$ cat config.mk
export PLATFORM = sky130hd
export DESIGN_NAME = breath_led_seq
export DESIGN_NICKNAME = d
export VERILOG_FILES = /design/src/rtl/breath_led_seq.sv
export SDC_FILE = /design/constraint.sdc
export NUM_CORES = 1
export LEC_CHECK = 0
export CAP_MARGIN = 20
export CORE_ASPECT_RATIO = 1.2
export CORE_MARGIN = 4
export CORE_UTILIZATION = 53
export CTS_CLUSTER_SIZE = 8
export DETAILED_ROUTE_END_ITERATION = 12
export PLACE_DENSITY = 0.75
export SLEW_MARGIN = 15
export SYNTH_ARGS = -nofsm -noshare
export SYNTH_HDL_FRONTEND = slang
export SYNTH_SLANG_ARGS = --single-unit
$ cat constraint.sdc
create_clock -name sys_clk -period 2.4 [get_ports sys_clk]
set_clock_uncertainty 0.05 [all_clocks]
set_input_delay 0.36 -clock sys_clk [delete_from_list [all_inputs] [get_ports sys_clk]]
set_output_delay 0.36 -clock sys_clk [all_outputs]
set_load 0.01 [all_outputs]
$ cat src/rtl/breath_led_seq.sv
// breath_led_seq: chases a breathing-LED waveform across LED_NUM channels,
// one channel breathing at a time. A shared 1us/1ms/1s time base drives a
// PWM compare. A three-state FSM handles start/stop requests that arrive as
// one-cycle pulses from the key debouncer.
//
// Build option: define LED_ACTIVE_LOW_EN for boards with LEDs wired to VCC.
// With it defined, led_out is the inverse of the active-high drive: it resets
// to all ones, and inactive LEDs are held at 1.

module breath_led_seq #(
    parameter logic [5:0] CNT_1US_MAX = 6'd49,   // sys_clk cycles per 1us tick, minus 1
    parameter logic [9:0] CNT_1MS_MAX = 10'd999, // 1us ticks per 1ms PWM period, minus 1
    parameter logic [9:0] CNT_1S_MAX  = 10'd999, // 1ms periods per half-breath, minus 1
    parameter int         LED_NUM     = 4        // number of LED channels (2..8)
) (
    input  logic               sys_clk,
    input  logic               sys_rst_n,
    input  logic               start_pulse,
    input  logic               stop_pulse,
    input  logic               dir,
    output logic [LED_NUM-1:0] led_out,
    output logic               busy,
    output logic               breath_done
);

    localparam int                CH_W    = (LED_NUM > 1) ? $clog2(LED_NUM) : 1;
    localparam logic [CH_W-1:0]   CH_LAST = CH_W'(LED_NUM - 1);

`ifdef LED_ACTIVE_LOW_EN
    localparam logic [LED_NUM-1:0] LED_POL = '1;
`else
    localparam logic [LED_NUM-1:0] LED_POL = '0;
`endif

    typedef enum logic [1:0] {
        IDLE   = 2'd0,
        RUN    = 2'd1,
        FINISH = 2'd2
    } state_t;

    state_t             state;
    logic [5:0]         cnt_1us;
    logic [9:0]         cnt_1ms;
    logic [9:0]         cnt_1s;
    logic               phase;      // 0 = inhale, 1 = exhale
    logic [CH_W-1:0]    ch;

    logic               us_wrap;
    logic               ms_wrap;
    logic               s_wrap;
    logic               breath_end;
    logic               pwm_on;
    logic [LED_NUM-1:0] led_level;

    // Wrap strobes of the cascaded time base. A breath ends when the 1s
    // counter wraps during the exhale phase.
    assign us_wrap    = (cnt_1us == CNT_1US_MAX);
    assign ms_wrap    = us_wrap && (cnt_1ms == CNT_1MS_MAX);
    assign s_wrap     = ms_wrap && (cnt_1s == CNT_1S_MAX);
    assign breath_end = s_wrap && phase;

    // Inhale: the duty cycle grows with cnt_1s. Exhale: it shrinks again.
    assign pwm_on = phase ? (cnt_1ms >= cnt_1s) : (cnt_1ms < cnt_1s);

    // Next chase channel. It wraps at both ends, and dir is sampled at the
    // moment of the advance.
    function automatic logic [CH_W-1:0] next_ch(input logic [CH_W-1:0] c,
                                                input logic            d);
        if (!d) begin
            return (c == CH_LAST) ? '0 : c + CH_W'(1);
        end
        return (c == '0) ? CH_LAST : c - CH_W'(1);
    endfunction

    // Active-high drive level: only the current channel carries the PWM.
    always_comb begin
        // NOTE: default every bit first so no path leaves led_level unassigned (no latch).
        led_level = '0;
        if (state != IDLE) begin
            led_level[ch] = pwm_on;
        end
    end

    // Time base, sequencing FSM and registered outputs.
    always_ff @(posedge sys_clk or negedge sys_rst_n) begin
        if (!sys_rst_n) begin
            // NOTE: every register, outputs included, has an async reset value; nothing here is a memory array.
            state       <= IDLE;
            cnt_1us     <= '0;
            cnt_1ms     <= '0;
            cnt_1s      <= '0;
            phase       <= 1'b0;
            ch          <= '0;
            busy        <= 1'b0;
            breath_done <= 1'b0;
            led_out     <= LED_POL;
        end else begin
            // NOTE: non-blocking assignments throughout, so every branch sees pre-edge values.
            breath_done <= 1'b0;
            led_out     <= led_level ^ LED_POL;

            if (state == IDLE) begin
                cnt_1us <= '0;
                cnt_1ms <= '0;
                cnt_1s  <= '0;
                phase   <= 1'b0;
            end else begin
                cnt_1us <= us_wrap ? '0 : cnt_1us + 6'd1;
                if (us_wrap) begin
                    cnt_1ms <= ms_wrap ? '0 : cnt_1ms + 10'd1;
                end
                if (ms_wrap) begin
                    cnt_1s <= s_wrap ? '0 : cnt_1s + 10'd1;
                end
                if (s_wrap) begin
                    phase <= ~phase;
                end
                if (breath_end) begin
                    breath_done <= 1'b1;
                end
            end

            case (state)
                IDLE: begin
                    // A simultaneous stop cancels the start.
                    if (start_pulse && !stop_pulse) begin
                        state <= RUN;
                        busy  <= 1'b1;
                        ch    <= dir ? CH_LAST : '0;
                    end
                end
                RUN: begin
                    if (breath_end) begin
                        ch <= next_ch(ch, dir);
                    end
                    // A stop on the boundary cycle still advances the channel,
                    // so FINISH plays one full breath on the new channel.
                    if (stop_pulse) begin
                        state <= FINISH;
                    end
                end
                FINISH: begin
                    if (breath_end) begin
                        state <= IDLE;
                        busy  <= 1'b0;
                    end
                end
                default: begin
                    state <= IDLE;
                    busy  <= 1'b0;
                end
            endcase
        end
    end

endmodule

==> reports/qor.txt <==
Worst R2R End: cnt_1s[9]
CTS tree: done
Synth top area share: 0.4280
status: complete, no violations
mux contribution to synthesized area: 0.004627
fin nets: 273
Worst Hold Class: input pin to async pin
final RePlAce weighted congestion: 0.9192
Post-synth ARST share: 1.000
vias in the first global route: 1643
Clock Tree Buf Depth: 2
fillers: 361
library cells used by synthesis: 40
most numerous cell in the Yosys netlist: dfrtp_1
Max-slew headroom: 0.4607
Commonest cells post-synth: dfrtp_1, nor2_1, ha_1, nand2_1, inv_1
initial antenna violation count: 0
Die Width: 66.32 um
Synth Area in Compound Gates: 0.08097
Tightest Pin Transition: 0.8089 ns
Syn Nets: 256
Setup Viol. Count Final: 0
hold buffer count at CTS: 0
Clock Tree Root: clkbuf_8
core area: 3941 um^2
gr usage total: 0.1884
FP Rows: 25
Most used DFF post-synth: dfrtp_1
Buffers on Ports: 10
Crit Path Category: register to register
clock sinks: 37
Critical Path AT: 2.47 ns
Vias/cell: 5.430
Post-Synth XOR/XNOR Area: 0.08097
Power Density: 623.4 nW/um^2
minimum clock period: 2.311 ns
Adder-Cell Fraction of Synth Area: 0.1041
routed wire length: 4271 um
largest family of logic cells by synthesized area: simple AND/OR/NAND/NOR gates
Crit. End Element: register
htree depth: 2
Post-Route Utilization: 0.6184
origin of the worst setup path: cnt_1us[1]
Post-Syn Area: 2163 um^2
first-pass GRT wire length: 7500 um
Avg Cell Area, Syn: 9.285 um^2
Simple-Gate Fraction of Synth Area: 0.2539
part of the Yosys area used for sequential elements: 0.4280
DR DRC count: 0
PostCTS Resize Cnt: 0
hpwl dp: 3030 um
vias: 1656
CTS Buf Count: 5
CP Max Fanout: 5
placed cell area: 2336 um^2
die height: 77.99 um
largest net degree at the start of global routing: 38
Detailed Route Iter0 Violations: 109
Initial Utilization: 0.5489
Area growth, synth to finish: 12.67%
clk_lat worst skew: 0.30 ns
number of flops mapped to enable cells by yosys: 0
worst reg-to-reg path cell count: 7
max-cap violation count: 0
Post-CTS Setup Bufs: 0
Worst EP required: 2.56 ns
Lkg Pwr: 1.065 nW
period utilization: 0.9629
ANT nets after route: 0
antenna cell count: 0
DR pass1 iterations: 4
pre-CTS setup slack: 0.06636 ns
endpoints failing hold: 0
Yosys Warn Count: 0
Final Slew Violations: 0
grt total ovfl: 0
Setup crit start kind: register
IO Count: 11
CP Capture Point: cnt_1s[9]
post-route cell area: 2437 um^2
setup TNS: 0 ns
Max VDD drop: 0.5250 mV
post-synth top area cell: dfrtp_1
Mapped Cells: 233
largest cells by area after synthesis: dfrtp_1, ha_1, nor2_1
Die Area: 5172 um^2
Hold WS: 0.09426 ns
register bit total from synthesis: 37
Final Worst Setup Slack: 0.08914 ns
CTS clock-pin slew for the worst setup and hold paths: 0.08 ns
share of cells above drive strength 1: 0.09163
setup slack, reg-to-reg: 0.09 ns
Critical R2R Launch: cnt_1us[1]
RSZ-0062 raised after global routing: no
Max Freq: 432.7 MHz
drt wl/cell: 14.00 um
## layer usage
layer,track usage,routed length (um)
met1,0.2516,2010
met2,0.2840,2028
met3,0.05355,161
met4,0.07724,71
met5,0,0
## layout make-up
class,instances,area [um^2],share of cell area
multi-input cells,173,1154,0.4733
flip-flops and latches,37,925.9,0.3799
repair buffers,17,147.6,0.06058
clock buffers,6,72.57,0.02977
well taps,54,67.56,0.02772
inverters,16,60.06,0.02464
clock inverters,2,10.01,0.004107
## registers in the layout (all words and copies together), names as in the netlist
name         cells
cnt_1ms         10
cnt_1s          10
cnt_1us          6
led_out          4
ch               2
state            2
breath_done      1
busy             1
phase            1
## per-stage QoR
stage / instances / power, mW
floorplan: 233 / 0.9718
global placement: 297 / 1.084
detailed placement: 297 / 1.093
CTS: 305 / 1.522
global route: 305 / 1.619
finish: 305 / 1.520
## power by group
| group | switching [mW] | total [mW] | leakage (nW) | internal, mW |
|---|---|---|---|---|
| sequential | 0.0536 | 0.727 | 0.504 | 0.673 |
| combinational | 0.233 | 0.372 | 0.517 | 0.140 |
| clock | 0.219 | 0.420 | 0.0450 | 0.201 |
| total | 0.506 | 1.52 | 1.07 | 1.01 |
## placed cells by master (no fill, tap or decap), types with 2 or more instances in the layout
| cell | instances |
|---|---|
| a211oi_1 | 2 |
| a21oi_1 | 9 |
| and2_1 | 7 |
| and3_1 | 3 |
| and4_1 | 2 |
| buf_4 | 7 |
| clkbuf_8 | 5 |
| clkdlybuf4s50_1 | 9 |
| clkinv_2 | 2 |
| dfrtp_1 | 37 |
| ha_1 | 18 |
| inv_1 | 16 |
| nand2_1 | 18 |
| nand2b_1 | 2 |
| nand3_1 | 9 |
| nand4_1 | 12 |
| nor2_1 | 34 |
| nor3_1 | 5 |
| o2111ai_1 | 2 |
| o21ai_0 | 6 |
| o31ai_1 | 3 |
| or2_4 | 2 |
| or4_1 | 2 |
| or4_4 | 2 |
| xnor2_1 | 9 |
| xor2_1 | 11 |
## kinds of logic after synthesis
group                      count (synthesis)
AOI/OAI and AO/OA                         27
adders and majority gates                 18
and+or+nand+nor                          107
xor gates and xnor gates                  20
muxes                                      1
buffers and inverters                     23
DFF                                       37
## worst min path at each step
stage / from / endpoint / slack (ns) / cells after the start
after detailed placement: cnt_1us[0] / cnt_1us[0] / 0.45 / 1
final: sys_rst_n / cnt_1ms[6] / 0.09 / 1
after floorplan: sys_rst_n / breath_done / 0.01 / 0
after CTS: sys_rst_n / cnt_1ms[6] / 0.14 / 1
after global placement: cnt_1us[0] / cnt_1us[0] / 0.43 / 1
after global routing: sys_rst_n / cnt_1ms[6] / 0.16 / 1
## critical path: stages (launching register included)
cell and delay (ns):
dfrtp_1 0.40, inv_1 0.06, ha_1 0.12, or3b_4 0.40
or2_4 0.25, or3_4 0.39, or4_1 0.48, o31ai_1 0.08
No activity file was read; power rests on OpenSTA's default activity.
